<file path="src/rtl/input_capture_fsm.sv">
// Calculator front end: conditions ENTER (and UNDO when INPUT_FSM_UNDO_EN is defined)
// and steps operand A -> operand B -> operation -> result, pulsing one load per step.

module input_capture_debounce #(
  parameter int DEBOUNCE_CYCLES = 4
) (
  input  logic clk,
  input  logic rst,
  input  logic btn_i,
  output logic press_o
);
  localparam int CW = $clog2(DEBOUNCE_CYCLES);

  logic          sync1_q, sync2_q;
  logic          stable_q, stablePrev_q;
  logic [CW-1:0] cnt_q;

  // Any cycle where the synchronized level agrees with stable restarts the count.
  always_ff @(posedge clk or negedge rst) begin
    if (!rst) begin
      sync1_q      <= 1'b0;
      sync2_q      <= 1'b0;
      stable_q     <= 1'b0;
      stablePrev_q <= 1'b0;
      cnt_q        <= '0;
    end else begin
      sync1_q      <= btn_i;
      sync2_q      <= sync1_q;
      stablePrev_q <= stable_q;
      if (sync2_q == stable_q) begin
        cnt_q <= '0;
      end else if (cnt_q == CW'(DEBOUNCE_CYCLES - 1)) begin
        stable_q <= sync2_q;
        cnt_q    <= '0;
      end else begin
        cnt_q <= cnt_q + CW'(1);
      end
    end
  end

  assign press_o = stable_q & ~stablePrev_q;
endmodule

module input_capture_fsm #(
  parameter int DEBOUNCE_CYCLES = 4
) (
  input  logic       clk,
  input  logic       rst,
  input  logic       btn_enter,
  input  logic       btn_undo,
  output logic       load_a,
  output logic       load_b,
  output logic       load_op,
  output logic       clear,
  output logic [1:0] state
);
  localparam logic [1:0] S_A   = 2'd0;
  localparam logic [1:0] S_B   = 2'd1;
  localparam logic [1:0] S_OP  = 2'd2;
  localparam logic [1:0] S_RES = 2'd3;

  logic       enterPress, undoPress;
  logic [1:0] state_q, state_d;
  logic       loadA_q, loadA_d, loadB_q, loadB_d;
  logic       loadOp_q, loadOp_d, clear_q, clear_d;

  input_capture_debounce #(.DEBOUNCE_CYCLES(DEBOUNCE_CYCLES)) uEnter (
    .clk    (clk),
    .rst    (rst),
    .btn_i  (btn_enter),
    .press_o(enterPress)
  );

`ifdef INPUT_FSM_UNDO_EN
  input_capture_debounce #(.DEBOUNCE_CYCLES(DEBOUNCE_CYCLES)) uUndo (
    .clk    (clk),
    .rst    (rst),
    .btn_i  (btn_undo),
    .press_o(undoPress)
  );
`else
  logic unusedUndo;
  assign unusedUndo = btn_undo;
  assign undoPress  = 1'b0;
`endif

  // ENTER has priority; an UNDO press landing in the same cycle is dropped.
  always_comb begin
    state_d  = state_q;
    loadA_d  = 1'b0;
    loadB_d  = 1'b0;
    loadOp_d = 1'b0;
    clear_d  = 1'b0;
    if (enterPress) begin
      case (state_q)
        S_A:     begin state_d = S_B;   loadA_d  = 1'b1; end
        S_B:     begin state_d = S_OP;  loadB_d  = 1'b1; end
        S_OP:    begin state_d = S_RES; loadOp_d = 1'b1; end
        default: begin state_d = S_A;   clear_d  = 1'b1; end
      endcase
    end else if (undoPress) begin
      case (state_q)
        S_B:     state_d = S_A;
        S_OP:    state_d = S_B;
        S_RES:   state_d = S_OP;
        default: state_d = state_q;
      endcase
    end
  end

  always_ff @(posedge clk or negedge rst) begin
    if (!rst) begin
      state_q  <= S_A;
      loadA_q  <= 1'b0;
      loadB_q  <= 1'b0;
      loadOp_q <= 1'b0;
      clear_q  <= 1'b0;
    end else begin
      state_q  <= state_d;
      loadA_q  <= loadA_d;
      loadB_q  <= loadB_d;
      loadOp_q <= loadOp_d;
      clear_q  <= clear_d;
    end
  end

  assign state   = state_q;
  assign load_a  = loadA_q;
  assign load_b  = loadB_q;
  assign load_op = loadOp_q;
  assign clear   = clear_q;
endmodule

</file>
<file path="config.mk">
export PLATFORM = sky130hd
export DESIGN_NAME = input_capture_fsm
export DESIGN_NICKNAME = d
export VERILOG_FILES = /design/src/rtl/input_capture_fsm.sv
export SDC_FILE = /design/constraint.sdc
export NUM_CORES = 1
export LEC_CHECK = 0
export CORE_AREA = 2 2 39 41
export CTS_CLUSTER_DIAMETER = 30
export DETAILED_ROUTE_END_ITERATION = 12
export DIE_AREA = 0 0 41 43
export RECOVER_POWER = 25
export SLEW_MARGIN = 20
export SYNTH_ARGS = -nofsm -noshare
export SYNTH_HDL_FRONTEND = slang
export SYNTH_SLANG_ARGS = --single-unit
</file>
<file path="constraint.sdc">
create_clock -name clk -period 1.8 [get_ports clk]
set_clock_uncertainty 0.1 [all_clocks]
set_input_delay 0.27 -clock clk [delete_from_list [all_inputs] [get_ports clk]]
set_output_delay 0.27 -clock clk [all_outputs]
set_load 0.01 [all_outputs]
</file>
; ---- Word-level counts from Yosys, hierarchy flattened
; Cells that the tools add are included.
[word_totals]
in_bits = 4
reg_bits = 12
output_inout_bits = 6
[op_classes]
n_eq_ne = 4
n_bitwise = 3
addsub = 1
muxes = 11
reduce_logical = 3
[ops]
columns = op, count
row1 = $mux 1, 8
row2 = $pmux 2 s3, 1
row3 = $eq 2x2->1 const B, 2
row4 = $mux 2, 2
row5 = $reduce_or 3->1, 1
row6 = $add 2x1->2 const B, 1
row7 = $eq 2x1->1 const B, 1
row8 = $logic_not 2->1, 1
row9 = $not 1->1, 2
row10 = $reduce_and 2->1, 1
row11 = $and 1x1->1, 1
row12 = $eq 1x1->1, 1

; ---- Logic depth before layout (Yosys ltp)
[logic_depth]
ltp_word = 4
depth_mapped = 4
ltp_nobuf = 4

; ---- Cells and area by module
; A second synthesis with hierarchy kept.
[hier_totals]
hier_cells = 32
hier_area_um2 = 461.7
[by_module_without_submodules]
columns = module, cells_each, n_inst, seq_area_each_um2, area_each_um2
row1 = input_capture_fsm, 20, 1, 150.1, 256.5
row2 = input_capture_debounce, 12, 1, 150.1, 205.2

; ---- Least setup slack after synthesis
; Ideal clock, no wire load.
[synth_path]
kind = register to register
start = reg state_q[0], in the netlist state[0]
end = reg state_q[1], in the netlist state[1]
t_required_ns = 1.575
stages_incl_launch_ff = 4
path_buffers = 0
setup_ns = 0.125
arrival_time_ns = 1.024
path_slack_ns = 0.551
cell_sequence = dfrtp_1 -> inv_1 -> ha_1 -> mux2_4
[synth_via]
elab_chain_cells = 2
word_cells_on_any_way = 4
classes_between = eq/ne: 2 / mux: 1 / reduce/logical: 1
[synth_lines]
columns = element, line
row1 = start: declaration, 63  ; logic [1:0] state_q, state_d;
row2 = start signal: assignment, 119  ; state_q <= state_d;
row3 = "$eq 2x2->1, or another cell as far along", 95  ; case (state_q)
row4 = $pmux 2 s3 (*), 95
; Every way passes the cells marked *; elsewhere a longest branch is shown, timed or not.
; A chain may end at the register's enable or synchronous reset.

; ---- Worst setup path after layout
[layout_path]
start = reg state_q[1], in the netlist state[1]
end = out state[1]
[layout_lines]
columns = element, line
row1 = end: declaration, 55  ; output logic [1:0] state
; No word-level cell between the ends.

==> results <==
-- cell families (layout without fill, tap and decap cells) --
group                      after synthesis  after routing
AOI/OAI and AO/OA                        1              1
xor gates and xnor gates                 1              1
adders and majority gates                5              5
buffers and inverters                    2             13
DFF                                     12             12
muxes                                    3              3
and+or+nand+nor                          7              7
-- registers in the layout, summed over array words and instances (netlist names) --
name,flops
state,2
uEnter.cnt_q,2
clear,1
load_a,1
load_b,1
load_op,1
uEnter.stablePrev_q,1
uEnter.stable_q,1
uEnter.sync1_q,1
uEnter.sync2_q,1
-- area by class of cell --
class | count | area share
clock buffers | 3 | 0.0378
repair buffers | 8 | 0.134
multi-input cells | 17 | 0.277
well taps | 16 | 0.0336
flip-flops and latches | 12 | 0.504
inverters | 2 | 0.0126
-- path summary, 6_finish.rpt --
check | start | to
max | state[1] | state[1]
min | uEnter.sync1_q | uEnter.sync2_q
max reg2reg | state[0] | state[1]
min reg2reg | uEnter.sync1_q | uEnter.sync2_q
max in group asynchronous | rst | uEnter.cnt_q[1]
min in group asynchronous | rst | uEnter.stablePrev_q
-- routing by layer --
metal  share of wire  wire [microns]
met4           0.029              17
met3           0.075              44
met2            0.50             295
met1            0.39             231
met5               0               0
-- per-stage QoR --
stage / utilization / total power [mW] / cells / hold slack, ns / setup WS [ns]
CTS: 0.430 / 0.946 / 58 / 0.242 / 0.162
finish: 0.430 / 0.923 / 58 / 0.258 / 0.186
detailed placement: 0.414 / 0.787 / 55 / 0.247 / 0.470
floorplan: - / 0.636 / 31 / -0.126 / 0.551
global placement: 0.414 / 0.756 / 55 / 0.233 / 0.491
global route: 0.430 / 1.01 / 58 / 0.267 / 0.111
-- power by group through the flow --
stage | logic (mW) | registers (mW) | clock network [mW]
global placement | 0.334 | 0.422 | 0
floorplan | 0.196 | 0.440 | 0
global route | 0.400 | 0.438 | 0.177
detailed placement | 0.357 | 0.431 | 0
CTS | 0.360 | 0.427 | 0.160
finish | 0.347 | 0.424 | 0.151
-- cell usage after synthesis --
cell / n / area, sq um
nor3_1: 1 / 5.00
dfrtp_1: 12 / 300
mux2_1: 1 / 11.3
nor2b_4: 1 / 13.8
mux2i_1: 1 / 10.0
mux2_4: 1 / 15.0
inv_1: 2 / 7.51
nor2b_1: 1 / 6.26
and2_1: 4 / 25.0
o21bai_1: 1 / 7.51
ha_1: 5 / 62.6
xnor2_1: 1 / 8.76
==> metrics <==
status finished clean; Rows 14; DRT antenna net count 0; Netlist cell types 12; H-tree levels 1; Sink Count 12; post-DR vias/cell around 4.4; first drt pass iteration count 1; detailed router's first-iteration violation count 0; CTS Hold Bufs 0; TritonCTS clock tree yes; Tcrit/Tclk final 0.897; CP Depth 1; final number of hold-violating endpoints 0; slew margin rel. 0.671; delay-heaviest family, CP buffers and inverters; Adder-Cell Fraction of Synth Area 0.132; post-CTS sizing 0; Clock Power Share 0.164; Final Cell Area approximately 600 sq um; gr usage total 0.0987; #FFs+latches synth 12; CP Capture Type output port; TritonCTS buffer count 3; worst reg-to-reg setup slack about 0.54 ns; final setup TNS 0 ns; DRC viols 0; largest net degree at the start of global routing 13; Leak 0.288 nW; Arr. time, crit path approximately 1.2 ns; Switch Pwr 0.280 mW; commonest non-fill, non-tap cells in the layout 12 x dfrtp_1, 6 x clkdlybuf4s50_1, 5 x ha_1, 4 x and2_1, 3 x clkbuf_4; critical path type register to output port; CTS Buffer Depth 2; Cell Int Power ~0.64 mW; combinational power share 0.377; hpwl dp roughly 500 microns; Synth Area in Compound Gates 0.0159; worst path buffer plus inverter count 1; Slowest-stage cell, CP clkdlybuf4s50_1; CP required 1.43 ns; Post-Syn Instances 31; Max-cap violations 0; M2 GR Usage 0.147; largest family of logic cells by synthesized area adder cells; Final GP Congestion 0.615; Final Setup Violations 0; area of the multi-input gates 165 sq um; met1 Resource Use GR 0.108; Post-Synth Simple-Gate Area 0.106; initial antenna violation count 0; wire length of the first global-routing pass ~1.1 mm; busiest layer in global routing met2; Slew Viols, Final 0; cells on worst reg2reg path 3; met3 Use GR 0.0314; vias in the first global route 289; wire per inst about 10 microns; crit-path max FO 5; syn nets 40; Ant. Diodes 0; Worst Hold Class register to register; PwrDens around 1500 nW/um^2; post-CTS setup buffers 0; Synth Warn # 0; peak supply drop about 620 uV; Die X 41 microns; Cell Area, Synth 473 sq um; DRT Wirelength about 590 microns; Sw Ratio 0.303; Clock Latency Late Sink around 0.26 ns; Vert. Die Dim between 40 and 50 microns; clock period minus worst slack ~1.6 ns; RSZ-0062 raised after global routing false; CP cell instances clkdlybuf4s50_1; Reg clk slew, reported paths ~0.060 ns; Slew @ Worst Pin 0.492 ns; Clock Tree Root clkbuf_4; full die area ~1800 sq um; Layout Nets 53; Vias about 250; io pins 10; Register Area 300 sq um; placement-stage cell area 573 sq um; Synth Area per Inst approximately 15 sq um; post-synthesis mux area share 0.0767; layout cells sized above 1 0.119; Hold Path Depth 0; initial core utilization 0.342; Filler cells about 140; Seq pwr share 0.459; PortBufs 8; XOR/XNOR Fraction of Synth Area 0.0185; grt total ovfl 0; Layout area overhead 25.9%; CP Launch Type register; crit-path max cell delay between 0.5 and 0.6 ns; Peak Freq slightly above 600 MHz; most common cell after layout, fill and taps aside dfrtp_1; Core ar. approximately 1400 sq um; Seq/Total Area, Yosys 0.635
(Power assumes the default switching activity.)
